[config.mk]
export PLATFORM = sky130hd
export DESIGN_NAME = jtframe_sdram_rr_arb_flat
export DESIGN_NICKNAME = d
export VERILOG_FILES = /design/src/rtl/jtframe_sdram_rr_arb_if.sv /design/src/rtl/jtframe_sdram_rr_arb.sv /design/src/flat_wrapper.sv
export SDC_FILE = /design/constraint.sdc
export NUM_CORES = 1
export LEC_CHECK = 0
export BUFFER_PORTS_ARGS = -buffer_cell sky130_fd_sc_hd__buf_2
export CAP_MARGIN = 20
export CORE_MARGIN = 2
export CORE_UTILIZATION = 44
export CTS_BUF_LIST = sky130_fd_sc_hd__clkbuf_4
export DETAILED_ROUTE_END_ITERATION = 6
export GPL_TIMING_DRIVEN = 0
export MAX_ROUTING_LAYER = met4
export PLACE_DENSITY_LB_ADDON = 0.05
export SLEW_MARGIN = 20
export SYNTH_ARGS = -nofsm -noshare
export SYNTH_HDL_FRONTEND = slang
export SYNTH_SLANG_ARGS = --single-unit
[constraint.sdc]
create_clock -name clk -period 2.6 [get_ports clk]
set_input_delay 0.78 -clock clk [delete_from_list [all_inputs] [get_ports clk]]
set_output_delay 0.78 -clock clk [all_outputs]
set_load 0.005 [all_outputs]
[src/rtl/jtframe_sdram_rr_arb_if.sv]
// jtframe_sdram_rr_arb_if: requester-side and controller-side signals of the four-way SDRAM arbiter
interface jtframe_sdram_rr_arb_if #(parameter int SDRAMW = 22);
  logic [3:0] req_rd, req_wr, req_ack, req_rdy, req_dst;
  logic [4*SDRAMW-1:0] req_addr;
  logic [63:0] req_din;
  logic [7:0] req_wrmask;
  logic sdram_ack, data_rdy, data_dst, sdram_rd, sdram_wr, busy, tmo_err;
  logic [SDRAMW-1:0] sdram_addr;
  logic [15:0] data_write;
  logic [1:0] sdram_wrmask;
  modport master (
    output req_rd, req_wr, req_addr, req_din, req_wrmask, sdram_ack, data_rdy, data_dst,
    input  req_ack, req_rdy, req_dst, sdram_rd, sdram_wr, sdram_addr, data_write, sdram_wrmask, busy, tmo_err
  );
  modport slave (
    input  req_rd, req_wr, req_addr, req_din, req_wrmask, sdram_ack, data_rdy, data_dst,
    output req_ack, req_rdy, req_dst, sdram_rd, sdram_wr, sdram_addr, data_write, sdram_wrmask, busy, tmo_err
  );
endinterface

[src/rtl/jtframe_sdram_rr_arb.sv]
// jtframe_sdram_rr_arb: round-robin arbiter sharing one SDRAM controller port between four requesters
module jtframe_sdram_rr_arb #(
  parameter int SDRAMW = 22,
  parameter bit PRIO0  = 1'b0,
  parameter int TMO_W  = 8
) (
  input  logic clk,
  input  logic rst_n,
  jtframe_sdram_rr_arb_if.slave bus
);
  typedef enum logic [1:0] {IDLE, ISSUE, WAIT} state_t;
  state_t r_state, w_next;
  logic [1:0] r_owner, r_rr, w_win;
  logic [TMO_W-1:0] r_cnt;
  logic r_rd, r_wr, r_tmo;
  logic [SDRAMW-1:0] r_addr;
  logic [15:0] r_din;
  logic [1:0] r_mask;
  logic [3:0] w_own, w_pend;
  logic w_acked, w_done, w_grant, w_tmo;
  assign w_own   = 4'b1 << r_owner;
  assign w_acked = r_state == ISSUE && bus.sdram_ack;
  assign w_done  = (r_state == WAIT || w_acked) && bus.data_rdy;
  // the owner still holds its request during its ack cycle, so it cannot be re-granted from ISSUE
  assign w_pend  = (bus.req_rd | bus.req_wr) & (r_state == ISSUE ? ~w_own : 4'hf);
  assign w_grant = |w_pend && (r_state == IDLE || w_done);
  assign w_tmo   = r_state == WAIT && !bus.data_rdy && r_cnt == {{(TMO_W-1){1'b1}}, 1'b0};
  always_comb begin
    w_win = r_rr;
    for (int k = 3; k >= 0; k--)
      if (w_pend[r_rr + 2'(k)]) w_win = r_rr + 2'(k);
    if (PRIO0 && w_pend[0]) w_win = 2'd0;
  end
  always_ff @(posedge clk or negedge rst_n)
    if (!rst_n) r_state <= IDLE;
    else r_state <= w_next;
  always_comb begin
    w_next = w_grant ? ISSUE :
             (w_done || w_tmo || r_state == IDLE) ? IDLE :
             w_acked ? WAIT : r_state;
  end
  always_comb begin
    bus.req_ack = w_acked ? w_own : 4'h0;
    bus.req_rdy = w_done ? w_own : 4'h0;
    bus.req_dst = (r_state == WAIT && bus.data_dst) ? w_own : 4'h0;
    bus.busy    = r_state != IDLE;
  end
  always_ff @(posedge clk or negedge rst_n)
    if (!rst_n) begin
      r_owner <= 2'd0;
      r_rr    <= 2'd0;
      r_cnt   <= '0;
      r_rd    <= 1'b0;
      r_wr    <= 1'b0;
      r_addr  <= '0;
      r_din   <= 16'h0;
      r_mask  <= 2'b11;
      r_tmo   <= 1'b0;
    end else begin
      if (w_grant) begin
        r_owner <= w_win;
        r_rr    <= w_win + 2'd1;
        r_wr    <= bus.req_wr[w_win];
        r_rd    <= ~bus.req_wr[w_win];
        r_addr  <= bus.req_addr[32'(w_win)*SDRAMW +: SDRAMW];
        r_din   <= bus.req_din[32'(w_win)*16 +: 16];
        r_mask  <= bus.req_wrmask[32'(w_win)*2 +: 2];
      end else if (w_acked) begin
        r_rd <= 1'b0;
        r_wr <= 1'b0;
      end
      r_cnt <= (r_state == WAIT && !bus.data_rdy) ? r_cnt + 1'b1 : '0;
      if (w_tmo) r_tmo <= 1'b1;
    end
  assign bus.sdram_rd     = r_rd;
  assign bus.sdram_wr     = r_wr;
  assign bus.sdram_addr   = r_addr;
  assign bus.data_write   = r_din;
  assign bus.sdram_wrmask = r_mask;
  assign bus.tmo_err      = r_tmo;
endmodule

[src/flat_wrapper.sv]
// flat-port wrapper written by rule: the top's interface ports become plain ports
module jtframe_sdram_rr_arb_flat 
#(
  parameter int SDRAMW = 22,
  parameter bit PRIO0  = 1'b0,
  parameter int TMO_W  = 8
)
  (clk, rst_n, bus_req_rd, bus_req_wr, bus_req_addr, bus_req_din, bus_req_wrmask, bus_sdram_ack, bus_data_rdy, bus_data_dst, bus_req_ack, bus_req_rdy, bus_req_dst, bus_sdram_rd, bus_sdram_wr, bus_sdram_addr, bus_data_write, bus_sdram_wrmask, bus_busy, bus_tmo_err);
  jtframe_sdram_rr_arb_if #(.SDRAMW(SDRAMW)) bus_i ();
  input  logic clk;
  input  logic rst_n;
  input wire logic [$bits(bus_i.req_rd)-1:0] bus_req_rd;
  input wire logic [$bits(bus_i.req_wr)-1:0] bus_req_wr;
  input wire logic [$bits(bus_i.req_addr)-1:0] bus_req_addr;
  input wire logic [$bits(bus_i.req_din)-1:0] bus_req_din;
  input wire logic [$bits(bus_i.req_wrmask)-1:0] bus_req_wrmask;
  input wire logic [$bits(bus_i.sdram_ack)-1:0] bus_sdram_ack;
  input wire logic [$bits(bus_i.data_rdy)-1:0] bus_data_rdy;
  input wire logic [$bits(bus_i.data_dst)-1:0] bus_data_dst;
  output wire logic [$bits(bus_i.req_ack)-1:0] bus_req_ack;
  output wire logic [$bits(bus_i.req_rdy)-1:0] bus_req_rdy;
  output wire logic [$bits(bus_i.req_dst)-1:0] bus_req_dst;
  output wire logic [$bits(bus_i.sdram_rd)-1:0] bus_sdram_rd;
  output wire logic [$bits(bus_i.sdram_wr)-1:0] bus_sdram_wr;
  output wire logic [$bits(bus_i.sdram_addr)-1:0] bus_sdram_addr;
  output wire logic [$bits(bus_i.data_write)-1:0] bus_data_write;
  output wire logic [$bits(bus_i.sdram_wrmask)-1:0] bus_sdram_wrmask;
  output wire logic [$bits(bus_i.busy)-1:0] bus_busy;
  output wire logic [$bits(bus_i.tmo_err)-1:0] bus_tmo_err;
  assign bus_i.req_rd = bus_req_rd;
  assign bus_i.req_wr = bus_req_wr;
  assign bus_i.req_addr = bus_req_addr;
  assign bus_i.req_din = bus_req_din;
  assign bus_i.req_wrmask = bus_req_wrmask;
  assign bus_i.sdram_ack = bus_sdram_ack;
  assign bus_i.data_rdy = bus_data_rdy;
  assign bus_i.data_dst = bus_data_dst;
  assign bus_req_ack = bus_i.req_ack;
  assign bus_req_rdy = bus_i.req_rdy;
  assign bus_req_dst = bus_i.req_dst;
  assign bus_sdram_rd = bus_i.sdram_rd;
  assign bus_sdram_wr = bus_i.sdram_wr;
  assign bus_sdram_addr = bus_i.sdram_addr;
  assign bus_data_write = bus_i.data_write;
  assign bus_sdram_wrmask = bus_i.sdram_wrmask;
  assign bus_busy = bus_i.busy;
  assign bus_tmo_err = bus_i.tmo_err;
  jtframe_sdram_rr_arb #(.SDRAMW(SDRAMW), .PRIO0(PRIO0), .TMO_W(TMO_W)) u_core (.clk(clk), .rst_n(rst_n), .bus(bus_i));
endmodule
After elaboration in Yosys (flattened, before gate mapping)
Index checks and enable logic that the tools add are counted.
{"block": "classes", "add_sub_neg": 5, "multipliers": 1, "div_mod_pow": 0, "magnitude_cmp": 5, "eq_ne": 3, "n_shift": 4, "n_mux": 25, "bitwise_logic": 4, "n_reduce_logical": 16}
{"op": "88-bit by 8-bit variable part select with 22-bit output", "count": 1}
{"op": "64-bit by 7-bit variable part select with 16-bit output", "count": 1}
{"op": "4-bit 2-to-1 mux", "count": 4}
{"op": "2-bit by 3-bit < comparator with 1-bit output (second input constant)", "count": 5}
{"op": "2-bit 2-to-1 mux", "count": 7}
{"op": "1-bit binary-select mux with 2-bit select", "count": 5}
{"op": "8-bit by 1-bit adder with 8-bit output (second input constant)", "count": 1}
{"op": "8-bit equality test (second input constant)", "count": 1}
{"op": "1-bit 2-to-1 mux", "count": 8}
{"op": "8-bit 2-to-1 mux", "count": 1}
{"op": "8-bit by 4-bit variable part select with 2-bit output", "count": 1}
{"op": "1-bit logical AND", "count": 6}
{"op": "2-bit by 4-bit multiplier with 6-bit output (second input constant)", "count": 1}
{"op": "2-bit by 1-bit adder with 2-bit output (second input constant)", "count": 2}
{"op": "2-bit adder (second input constant)", "count": 2}
{"op": "4-bit bitwise AND", "count": 1}
{"op": "1-bit logical OR", "count": 4}
{"op": "4-bit inverter", "count": 1}
{"op": "4-bit bitwise OR", "count": 1}
{"op": "2-bit nonzero test", "count": 2}
{"op": "4-bit OR reduction", "count": 1}
{"op": "1-bit by 2-bit << shifter with 4-bit output (first input constant)", "count": 1}
{"op": "3-bit nonzero test", "count": 1}
{"op": "2-bit by 1-bit equality test with 1-bit output (second input constant)", "count": 1}
{"op": "4 further kinds", "count": 4}
{"block": "totals", "register_bits": 57, "latch_bits": 0, "mem_bits_rw": 0, "romBits": 0, "in_bits": 173, "output_inout_bits": 56, "word_cells": 73, "memories": 0}

Logic depth before layout (Yosys ltp)
Gate-level depths: netlist of run 1.
{"block": "depth", "ltp_word": 14, "depth_mapped": 9, "depth_no_buf": 6}

Worst setup path after synthesis of run 1
Ideal clock, no wire load.
{"block": "synth_path", "path_type": "input -> register", "from": "in bus_req_wr[1]", "to": "reg u_core.r_din[0], in the netlist u_core.bus.data_write[0]", "setup_time_ps": 142, "t_arrival_ps": 2299, "required_time_ps": 2458, "setup_slack_ps": 158, "cell_stages": 8, "n_path_buf": 2, "path_cell_list": "or2_1 and2_1 o32a_1 o221ai_2 buf_6 buf_6 mux2i_1 o221ai_1"}
{"block": "synth_between", "elab_chain_len": 9, "elab_cells_between_ends": 17, "cone_classes": "shift: 1; mux: 12; bitwise: 2; reduce/logical: 2"}
{"item": "start: declaration", "line": "flat_wrapper.sv:13", "text": "input wire logic [$bits(bus_i.req_wr)-1:0] bus_req_wr;"}
{"item": "4-bit bitwise OR *", "line": "jtframe_sdram_rr_arb.sv:25", "text": "assign w_pend = (bus.req_rd | bus.req_wr) & (r_state == ISSUE ? ~w_own : 4'hf);"}
{"item": "4-bit bitwise AND *", "line": "jtframe_sdram_rr_arb.sv:25"}
{"item": "1-bit binary-select mux with 2-bit select", "line": "jtframe_sdram_rr_arb.sv:31", "text": "if (w_pend[r_rr + 2'(k)]) w_win = r_rr + 2'(k);"}
{"item": "1-bit 2-to-1 mux (not written as such)", "line": "jtframe_sdram_rr_arb.sv:31"}
{"item": "2-bit 2-to-1 mux (4 in series)", "line": "jtframe_sdram_rr_arb.sv:31"}
{"item": "64-bit by 7-bit variable part select with 16-bit output", "line": "jtframe_sdram_rr_arb.sv:66", "text": "r_din <= bus.req_din[32'(w_win)*16 +: 16];"}
{"item": "end signal: assignment", "line": "jtframe_sdram_rr_arb.sv:66"}
{"item": "end: declaration", "line": "jtframe_sdram_rr_arb.sv:17", "text": "logic [15:0] r_din;"}
Mark *: on every way between the ends. The rest lies on a longest branch, timed or not. The select of a mux whose other input is x is not followed.
A chain may end at the register's enable or synchronous reset.

Final worst setup path of run 1
{"block": "layout_path", "from": "reg u_core.r_state[1]", "to": "reg u_core.r_addr[21], in the netlist u_core.bus.sdram_addr[21]"}
{"block": "layout_between", "elab_chain_len": 11, "elab_cells_between_ends": 25, "cone_classes": "mul: 1; eq/ne: 2; shift: 1; mux: 13; bitwise: 1; reduce/logical: 7"}
{"item": "start: declaration", "line": "jtframe_sdram_rr_arb.sv:12", "text": "state_t r_state, w_next;"}
{"item": "start signal: assignment", "line": "jtframe_sdram_rr_arb.sv:36", "text": "else r_state <= w_next;"}
{"item": "2-bit by 1-bit equality test with 1-bit output", "line": "jtframe_sdram_rr_arb.sv:22, jtframe_sdram_rr_arb.sv:25"}
{"item": "4-bit 2-to-1 mux", "line": "jtframe_sdram_rr_arb.sv:25"}
{"item": "4-bit bitwise AND", "line": "jtframe_sdram_rr_arb.sv:25"}
{"item": "1-bit binary-select mux with 2-bit select", "line": "jtframe_sdram_rr_arb.sv:31"}
{"item": "1-bit 2-to-1 mux (not written as such)", "line": "jtframe_sdram_rr_arb.sv:31"}
{"item": "2-bit 2-to-1 mux (4 in series)", "line": "jtframe_sdram_rr_arb.sv:31"}
{"item": "2-bit by 4-bit multiplier with 6-bit output", "line": "jtframe_sdram_rr_arb.sv:65", "text": "r_addr <= bus.req_addr[32'(w_win)*SDRAMW +: SDRAMW];"}
{"item": "88-bit by 8-bit variable part select with 22-bit output", "line": "jtframe_sdram_rr_arb.sv:65"}
{"item": "end signal: assignment", "line": "jtframe_sdram_rr_arb.sv:65"}
{"item": "end: declaration", "line": "jtframe_sdram_rr_arb.sv:16", "text": "logic [SDRAMW-1:0] r_addr;"}
Several ways; a longest one is shown, not always the timed one. The select of a mux whose other input is x is not followed.

==> metrics.md, run 1 <==
| Metric | Value |
|---|---|
| Number of flops mapped to enable cells by yosys | `0` |
| Cell mode on critical path | `buf_6` |
| GRT met3 Usage | `5.51%` |
| Leakage | `2.73 nW` |
| RSZ-0062 raised after global routing | `true` |
| Initial antenna violation count | `0` |
| M2 GR Usage | `41.3%` |
| Die ar. | `approximately 8900 um2` |
| Die Wd | `about 94 um` |
| Cell breakdown of the critical path | `buf_6 -> nor4bb_2 -> or2_1 -> a2bb2oi_1 -> o221ai_4 -> buf_6 -> buf_6 -> mux2i_1 -> o221ai_1` |
| Vias per cell | `5.18` |
| DRC viols | `0` |
| Sw Share | `between 40 and 50%` |
| Register area | `1430 um2` |
| Largest family of logic cells by synthesized area | `multiplexers` |
| N_diodes | `0` |
| Worst path arrival time | `2860 ps` |
| Worst skew pair latency | `390 ps` |
| Max Transition Viols Final | `0` |
| Max Fclk | `385 MHz` |
| Logic pwr share | `62.4%` |
| PwrDens | `1110 nW/um2` |
| Die H | `about 94 um` |
| Synth Warn # | `0` |
| Startpoint types | `flip-flop` |
| Fraction of layout cells with a size suffix above 1 | `47.8%` |
| Compound-Gate Fraction of Synth Area | `15.7%` |
| Post-synth top cells | `mux2i_1 (81), dfrtp_1 (55), nand2_1 (53)` |
| Global route overflow | `0` |
| Clock sink count | `57` |
| Final Wtd Congestion | `0.834` |
| #FFs+latches synth | `57` |
| Top FF cell, synth | `dfrtp_1` |
| Clock Path Buffers | `2` |
| Most used routing layer | `met2` |
| Root Driver | `clkbuf_4` |
| Starting Density | `between 40% and 50%` |
| Final Hold Vio Count | `0` |
| Final instance area | `a little over 5000 um2` |
| Non-filler cells, final | `695` |
| Simple-gate share of the synthesized area | `13.8%` |
| GRT Util Overall | `between 20% and 30%` |
| Worst setup EP type | `flip-flop` |
| CP max-delay cell | `nor4bb_2` |
| Clock-pin slew on the worst setup and hold paths | `100 ps` |
| Area Growth Syn to Fin | `39.7%` |
| Critical path class | `reg -> reg` |
| Routed len/inst | `16.2 um` |
| Synth top area cells | `dfrtp_1 (38%), mux2i_1 (23%), o221ai_1 (9.7%), nand2_1 (5.5%), buf_6 (2.5%)` |
| DP Wirelength | `between 8000 and 9000 um` |
| Synth Net Count | `522` |
| Most common cell in the synthesized netlist | `mux2i_1` |
| Worst-margin pin slew | `739 ps` |
| Final Cycle Share | `approximately 100%` |
| Number of hold buffers added after cts | `0` |
| DR vias | `3603` |
| TritonCTS Buffers | `9` |
| Initial drt markers | `102` |
| HP Class | `in -> async` |
| I/O pin cnt | `between 200 and 250` |
| Final WL | `11300 um` |
| Synth async-reset ratio | `100%` |
| VDD IR max | `about 460 uV` |
| Adder-Cell Fraction of Synth Area | `0.695%` |
| Setup-failing EPs final | `0` |
| Drt first pass iters | `4` |
| Yosys cell types | `50` |
| Cell Area, Synth | `between 3000 and 4000 um2` |
| Largest net degree at the start of global routing | `slightly below 60` |
| Area of the multi-input gates | `2010 um2` |
| Clk pwr share | `between 10% and 20%` |
| Max cap viols | `0` |
| Post-Synth XOR/XNOR Area | `1.70%` |
| Seq/Total Area, Yosys | `roughly two fifths` |
| Vias in the first global route | `3383` |
| Fillers | `723` |
| First-pass GRT wire length | `roughly 17000 um` |
| Outcome | `complete, no violations` |
| Final #Nets | `761` |
| Crit path time final | `between 2000 and 3000 ps` |
| Sequential share of power | `26.7%` |
| Rows | `33` |
| Core Area | `about 8000 um2` |
| Psw | `around 2.4 mW` |
| H-tree levels | `3` |
| Critical Path Max Stage Delay | `430 ps` |
| Cell count after placement | `680` |
| Final ANT Viol Nets | `0` |
| Dpl cell area | `4880 um2` |
| Syn avg cell area | `10.4 um2` |
| Met1 usage | `32.0%` |
| Gate Count Post-Synth | `347` |
| Worst R2R Setup Slack | `0.3 ps` |
| CTS tree | `done` |
| Crit Path Max Fanout | `10` |
| Area leader, netlist | `dfrtp_1` |
| Max-slew headroom | `50.8%` |
| Synth top area share | `38.2%` |
| Internal power | `3.23 mW` |
| IO buf count | `228` |
| Clock skew | `13.4 ps` |
| Mux contribution to synthesized area | `23.2%` |
| Crit path required time | `2860 ps` |
==> kinds of logic (layout without fill, tap and decap cells) <==
group	count (synthesis)	after routing
flops	57	57
compound gates	64	64
mux	83	83
fa+ha+maj	2	2
simple gates	105	105
xor+xnor	7	7
buf+inv	29	272
==> final timing paths <==
check,start,end,depth (start not counted)
min in group clk,u_core.bus.tmo_err,u_core.bus.tmo_err,1
worst max register to register,u_core.r_state[1],u_core.bus.sdram_addr[21],9
max in group asynchronous,rst_n,u_core.bus.data_write[14],1
worst max-delay path,u_core.r_state[1],u_core.bus.sdram_addr[21],9
worst min-delay path,rst_n,u_core.bus.data_write[0],1
worst min register to register,u_core.bus.tmo_err,u_core.bus.tmo_err,1
==> layer usage <==
| layer | vias up | wire length (um) |
|---|---|---|
| li1 | 1786 | - |
| met1 | 1658 | 4750 |
| met2 | 155 | 5660 |
| met3 | 4 | 795 |
| met4 | 0 | 76 |
| met5 | - | 0 |
==> per-stage QoR <==
stage                     hold slack [ps]  TNS [ps]  setup WS, ps  utilization, %  total power, mW
after floorplan                       468         0           158               -             3.89
after global placement                457     -9580          -296            60.2             4.91
after detailed placement              457    -11470          -337            60.3             4.98
after CTS                             447         0          37.0            61.8             5.60
after global routing                  459     -1070         -86.3            62.2             6.05
final                                 447         0         0.294            62.2             5.60
==> what timing repair did <==
action | CTS | global route
resized for setup | 0 | 15
setup endpoints to repair | 0 | 44
setup buffers | 0 | 0
==> flip-flops by register name, indices dropped and copies added, names as in the netlist <==
signal / count
u_core.bus.data_write: 16
u_core.bus.sdram_addr: 22
u_core.bus.sdram_rd: 1
u_core.bus.sdram_wr: 1
u_core.bus.sdram_wrmask: 2
u_core.bus.tmo_err: 1
u_core.r_cnt: 8
u_core.r_owner: 2
u_core.r_rr: 2
u_core.r_state: 2
==> power groups by stage <==
stage | Combinational (mW) | Clock, mW | Sequential (mW)
after CTS | 3.48 | 0.631 | 1.49
after global routing | 3.83 | 0.678 | 1.54
after floorplan | 2.38 | 0 | 1.51
final | 3.49 | 0.611 | 1.49
after detailed placement | 3.48 | 0 | 1.50
after global placement | 3.41 | 0 | 1.49
==> area by class of cell <==
class / instances / share of cell area [%]
multi-input cells: 261 / 39.9
clock inverters: 5 / 0.945
plain buffers: 27 / 3.78
clock buffers: 10 / 1.49
flip-flops and latches: 57 / 28.4
well taps: 105 / 2.61
inverters: 2 / 0.149
repair buffers: 228 / 22.7
==> critical path: cells and delay by family (launching register included) <==
| kind | cells | cell delay (ps) |
|---|---|---|
| AND/OR/NAND/NOR | 2 | 660 |
| AO/OA/AOI/OAI | 3 | 660 |
| buffers and inverters | 3 | 510 |
| flip-flops | 1 | 390 |
| multiplexers | 1 | 240 |
==> placed cells by master (no fill, tap or decap), types with 2 or more instances in the layout <==
cell type / instances
dfstp_2: 2
nand2_1: 53
mux2i_1: 81
clkbuf_4: 12
clkinv_1: 2
o211ai_1: 2
and2_1: 2
nand3_1: 4
nor3_1: 5
ha_1: 2
buf_4: 2
or2_1: 3
clkbuf_2: 3
nand2b_1: 2
xnor2_1: 2
buf_6: 8
a32o_1: 2
clkinv_2: 2
o21bai_1: 2
or2_2: 2
nor2_1: 22
buf_2: 238
o21ai_2: 2
nand4_1: 2
clkbuf_1: 2
inv_1: 2
o21ai_1: 2
o221ai_1: 40
xor2_1: 5
dfrtp_1: 55
and3_1: 2
Note: power is estimated with default switching activity, not from simulation.
==> run 2: changes to the inputs <==
--- a/config.mk
+++ b/config.mk
@@ -5,7 +5,7 @@
 export SDC_FILE = /design/constraint.sdc
 export NUM_CORES = 1
 export LEC_CHECK = 0
-export BUFFER_PORTS_ARGS = -buffer_cell sky130_fd_sc_hd__buf_2
+export BUFFER_PORTS_ARGS = -buffer_cell sky130_fd_sc_hd__buf_4
 export CAP_MARGIN = 20
 export CORE_MARGIN = 2
 export CORE_UTILIZATION = 44
@@ -14,6 +14,7 @@
 export GPL_TIMING_DRIVEN = 0
 export MAX_ROUTING_LAYER = met4
 export PLACE_DENSITY_LB_ADDON = 0.05
+export SETUP_SLACK_MARGIN = 0.2
 export SLEW_MARGIN = 20
 export SYNTH_ARGS = -nofsm -noshare
 export SYNTH_HDL_FRONTEND = slang
==> run 2 against run 1 <==
Net effect: final cell count grew 2.6%; largest cell class unchanged; sequential power barely moved; clock skew decreased by 4.4 ps; via count up 6.8%; critical endpoint is now u_core.bus.sdram_wr; global-route usage is 1.0 points higher; sequential cell count unchanged; worst setup slack better by 190 ps; maximum frequency grew 8.0%; utilization rose by 12 points; critical path depth down 1; clock-buffer cell count up 1; first-iteration DRC count rose by 49%.
==> metrics.md, run 2 (synthesis gave the netlist of run 1 again) <==
| Metric | Value |
|---|---|
| Starting Density | `between 40 and 50%` |
| HP Class | `in -> async` |
| Most common cell after layout, fill and taps aside | `buf_4` |
| Worst skew pair latency | `380 ps` |
| Rows | `33` |
| Place WS | `-369 ps` |
| DP Wirelength | `9270 um` |
| Setup-failing EPs final | `0` |
| Routed len/inst | `about 17 um` |
| Critical path class | `reg -> reg` |
| Crit path required time | `roughly 2900 ps` |
| Outcome | `complete, no violations` |
| R2R depth | `8` |
| I/O pin cnt | `229` |
| Final instance area | `6020 um2` |
| Largest net degree at the start of global routing | `58` |
| Final Hold Vio Count | `0` |
| Final Cycle Share | `between 90% and 100%` |
| Die Wd | `94.5 um` |
| DRC viols | `0` |
| Clock sink count | `57` |
| Vias in the first global route | `3593` |
| Max cap viols | `0` |
| Global route overflow | `0` |
| Crit Path Max Fanout | `5` |
| RSZ-0062 raised after global routing | `true` |
| TritonCTS Buffers | `9` |
| Drt first pass iters | `4` |
| Vias per cell | `between 5 and 6` |
| Clock Path Buffers | `2` |
| Final Wtd Congestion | `0.808` |
| First-pass GRT wire length | `17300 um` |
| DR vias | `3849` |
| Max Transition Viols Final | `0` |
| Final WS setup | `194 ps` |
| Initial antenna violation count | `1` |
| Non-filler cells, final | `713` |
| Final #Nets | `777` |
| CTS tree | `done` |
| IO buf count | `228` |
| Die H | `94.5 um` |
| Die ar. | `approximately 8900 um2` |
| VDD IR max | `around 530 uV` |
| R2r endpoint | `u_core.bus.sdram_wr` |
| CP endpoint | `u_core.bus.sdram_wr` |
| Cell count after placement | `680` |
| GRT Util Overall | `26.2%` |
| Setup TNS Final | `0 ps` |
| Most frequent cells in the layout | `buf_4 (243), mux2i_1 (70), dfrtp_1 (55)` |
| Clock skew | `roughly 9.0 ps` |
| Startpoint types | `flip-flop` |
| Clock-pin slew on the worst setup and hold paths | `100 ps` |
| Reg2Reg Launch Point | `u_core.r_state[1]` |
| Worst-margin pin slew | `738 ps` |
| Max Fclk | `416 MHz` |
| Worst Setup SP | `u_core.r_state[1]` |
| Fraction of layout cells with a size suffix above 1 | `54.0%` |
| Crit path time final | `2410 ps` |
| Area Growth Syn to Fin | `67.1%` |
| Final WL | `12400 um` |
| PwrDens | `1090 nW/um2` |
| Worst setup EP type | `flip-flop` |
| Worst R2R Setup Slack | `190 ps` |
| Dpl cell area | `between 5000 and 6000 um2` |
| Core Area | `just over 8000 um2` |
| Overall power | `around 6.6 mW` |
| Max reg flops | `22` |
| Leakage | `3.06 nW` |
| H-tree levels | `3` |
| Worst path arrival time | `2690 ps` |
| Max-slew headroom | `50.8%` |
| Final ANT Viol Nets | `0` |
| Initial drt markers | `152` |
| Root Driver | `clkbuf_4` |
run 2: cell types whose count changed in the layout (fill, tap and decap cells not counted), sizes merged:
| cell | previous run | this run |
|---|---|---|
| bufinv | 1 | 0 |
| clkinv | 4 | 5 |
| buf | 248 | 265 |
| diode | 0 | 1 |
run 2: per-layer routing:
layer  wire, um  global-route usage [%]  vias to the layer above
met3        988                    6.62                       12
met5          0                       -                        -
li1           -                       -                     1828
met1       4890                    31.7                     1840
met4        157                    7.37                        0
met2       6340                    43.6                      169
run 2: worst min path at each step:
stage | slack (ps) | depth (start not counted) | to | start
global route | 460 | 1 | u_core.bus.sdram_wr | rst_n
floorplan | 470 | 1 | u_core.bus.tmo_err | u_core.bus.tmo_err
detailed placement | 470 | 1 | u_core.bus.tmo_err | u_core.bus.tmo_err
finish | 430 | 1 | u_core.bus.sdram_wr | rst_n
global placement | 460 | 1 | u_core.bus.tmo_err | u_core.bus.tmo_err
CTS | 460 | 1 | u_core.bus.sdram_wr | rst_n
run 2: final cells by class:
type / count / area, um2
antenna: 1 / 2.50
buffer: 27 / 307
clock buffer: 11 / 82.6
clock inverter: 5 / 22.5
fill: 624 / 2070
inverter: 2 / 7.51
multi-input combinational: 261 / 2200
sequential: 57 / 1430
tap: 105 / 131
timing repair buffer: 244 / 1840
run 2: through the flow:
stage / hold slack (ps) / util, %
finish: 429 / 74.4
global route: 461 / 74.4
CTS: 461 / 69.4
detailed placement: 470 / 67.4
global placement: 461 / 67.4
floorplan: 468 / -
run 2: worst max-delay path, cell delays in order (launching register included):
cell and delay, ps:
dfrtp_1 420, buf_6 140, or4b_4 550, o211a_1 140, o21ai_2 180, o221ai_4 160, buf_6 160, mux2_4 300
a211o_1 250
run 2: report_power, final:
| group | leakage, nW | internal [mW] | switching (mW) |
|---|---|---|---|
| combinational | 2.28 | 2.43 | 2.09 |
| clock | 0.0655 | 0.208 | 0.325 |
| sequential | 0.710 | 1.28 | 0.228 |
run 2: timing repair:
item / in CTS / in global routing
pin swaps: 1 / 19
hold buffers: 0 / 0
cloned: 0 / 2
setup buffers: 1 / 13
gates resized for setup: 12 / 85
setup endpoints to repair: 38 / 58
==> run 3: changes to the inputs <==
--- a/config.mk
+++ b/config.mk
@@ -13,7 +13,7 @@
 export DETAILED_ROUTE_END_ITERATION = 6
 export GPL_TIMING_DRIVEN = 0
 export MAX_ROUTING_LAYER = met4
-export PLACE_DENSITY_LB_ADDON = 0.05
+export PLACE_DENSITY = 0.83
 export SETUP_SLACK_MARGIN = 0.2
 export SLEW_MARGIN = 20
 export SYNTH_ARGS = -nofsm -noshare
==> run 3 against run 2 <==
Net effect: die area unchanged; non-clock buffer count decreased by 9; worst setup slack got worse by 18 ps; largest cell class unchanged.
==> metrics.md, run 3 (synthesis gave the netlist of run 1 again) <==
| Metric | Value |
|---|---|
| Max-slew headroom | `approximately 52%` |
| Number of hold buffers added after cts | `0` |
| Overall power | `~6.2 mW` |
| Clock Path Buffers | `2` |
| Critical path class | `reg -> reg` |
| Clock skew | `~14 ps` |
| Met1 usage | `31.2%` |
| Final Cycle Share | `between 90% and 100%` |
| H-tree levels | `3` |
| Final Wtd Congestion | `about 0.8` |
| Worst path arrival time | `between 2000 and 3000 ps` |
| Internal power | `~3.7 mW` |
| M2 GR Usage | `45.1%` |
| Die Wd | `94.5 um` |
| DP Wirelength | `9190 um` |
| Final Hold Vio Count | `0` |
| Vias in the first global route | `3804` |
| Crit Path Max Fanout | `9` |
| Logic pwr share | `67.1%` |
| RSZ-0062 raised after global routing | `true` |
| Max Transition Viols Final | `0` |
| Most common cell after layout, fill and taps aside | `buf_4` |
| Worst skew pair latency | `390 ps` |
| Setup-failing EPs final | `0` |
| Worst-margin pin slew | `716 ps` |
| Final WS setup | `between 150 and 200 ps` |
| Final core utilization | `71.8%` |
| Setup TNS Final | `0 ps` |
| Fraction of layout cells with a size suffix above 1 | `52.0%` |
| Leakage | `2.97 nW` |
| Crit path time final | `2420 ps` |
| Crit path required time | `2880 ps` |
| Global route overflow | `0` |
| Drt first pass iters | `4` |
| Outcome | `complete, no violations` |
| N_diodes | `0` |
| Root Driver | `clkbuf_4` |
| TritonCTS Buffers | `9` |
| Initial drt markers | `133` |
| Vias per cell | `between 5 and 6` |
| DRC viols | `0` |
| Clock sink count | `57` |
| Rows | `33` |
| HP Class | `in -> async` |
| PwrDens | `between 1000 and 1500 nW/um2` |
| Non-filler cells, final | `between 700 and 800` |
| Sw Share | `40.6%` |
| Clk pwr share | `8.4%` |
| Final ANT Viol Nets | `0` |
| Starting Density | `between 40% and 50%` |
| Max Fclk | `just over 400 MHz` |
| Initial antenna violation count | `0` |
| Die ar. | `around 9000 um2` |
| Final #Nets | `between 700 and 800` |
| Max cap viols | `0` |
| DR vias | `3793` |
| Final WL | `11900 um` |
| Most used routing layer | `met2` |
| Place WS | `-418 ps` |
| IO buf count | `228` |
| Psw | `about 2.5 mW` |
| Routed len/inst | `16.9 um` |
| VDD IR max | `604 uV` |
| Cell count after placement | `680` |
| Sequential share of power | `24.5%` |
| Largest net degree at the start of global routing | `58` |
| Core Area | `8090 um2` |
| Worst setup EP type | `flip-flop` |
| CTS tree | `done` |
| Startpoint types | `flip-flop` |
| GRT met3 Usage | `5.91%` |
| Die H | `94.5 um` |
| Area Growth Syn to Fin | `61.4%` |
| Max reg flops | `22` |
| Clock-pin slew on the worst setup and hold paths | `100 ps` |
| GRT Util Overall | `26.5%` |
| I/O pin cnt | `between 200 and 250` |
| First-pass GRT wire length | `between 15000 and 20000 um` |
| Most frequent cells in the layout | `buf_4 (240), mux2i_1 (72), dfrtp_1 (55)` |
==> run 3: power groups by stage <==
stage	registers, mW	logic (mW)	clock network [mW]
3_5_place_dp	1.52	3.75	0
4_1_cts	1.51	3.91	0.538
6_report	1.52	4.17	0.521
2_1_floorplan	1.51	2.41	0
3_3_place_gp	1.51	3.66	0
5_1_grt	1.56	4.48	0.579
==> run 3: worst paths after layout <==
kind / from / endpoint / slack [ps] / depth (start not counted)
min: rst_n / u_core.bus.sdram_addr[7] / 420 / 1
max in group asynchronous: rst_n / u_core.bus.data_write[7] / 1690 / 1
min reg2reg: u_core.bus.tmo_err / u_core.bus.tmo_err / 480 / 1
max: u_core.r_state[1] / u_core.bus.sdram_wr / 180 / 8
min in group clk: u_core.bus.tmo_err / u_core.bus.tmo_err / 480 / 1
max reg2reg: u_core.r_state[1] / u_core.bus.sdram_wr / 180 / 8
==> run 3: through the flow <==
stage                     cell area (um2)  hold WS, ps
after floorplan                      3610          468
after global placement               5460          463
after detailed placement             5460          468
after CTS                            5660          433
after global routing                 5810          465
final                                5810          424
==> run 3: critical path: stages (launching register included) <==
cell and delay (ps):
dfrtp_1 400, buf_6 140, or4b_4 540, o211a_1 150, o21ai_2 180, o221ai_4 160, buf_6 150, mux2_4 310
a211o_1 290
==> run 3: repair_timing <==
action | CTS | global route
gates cloned | 0 | 0
gates resized for setup | 19 | 37
setup buffers | 4 | 3
pin swaps | 2 | 10
setup endpoints to repair | 46 | 55
==> run 3: final cells by class <==
cell class / instances / area, um2
tap: 105 / 131
fill: 607 / 2280
buffer: 27 / 249
inverter: 2 / 7.51
sequential: 57 / 1430
clock buffer: 11 / 82.6
timing repair buffer: 235 / 1770
clock inverter: 5 / 22.5
multi-input combinational: 261 / 2120
==> run 3: layer usage <==
| layer | wire [um] | up-vias |
|---|---|---|
| met5 | 0 | - |
| met3 | 838 | 17 |
| met4 | 191 | 0 |
| met1 | 4730 | 1813 |
| met2 | 6120 | 164 |
| li1 | - | 1799 |
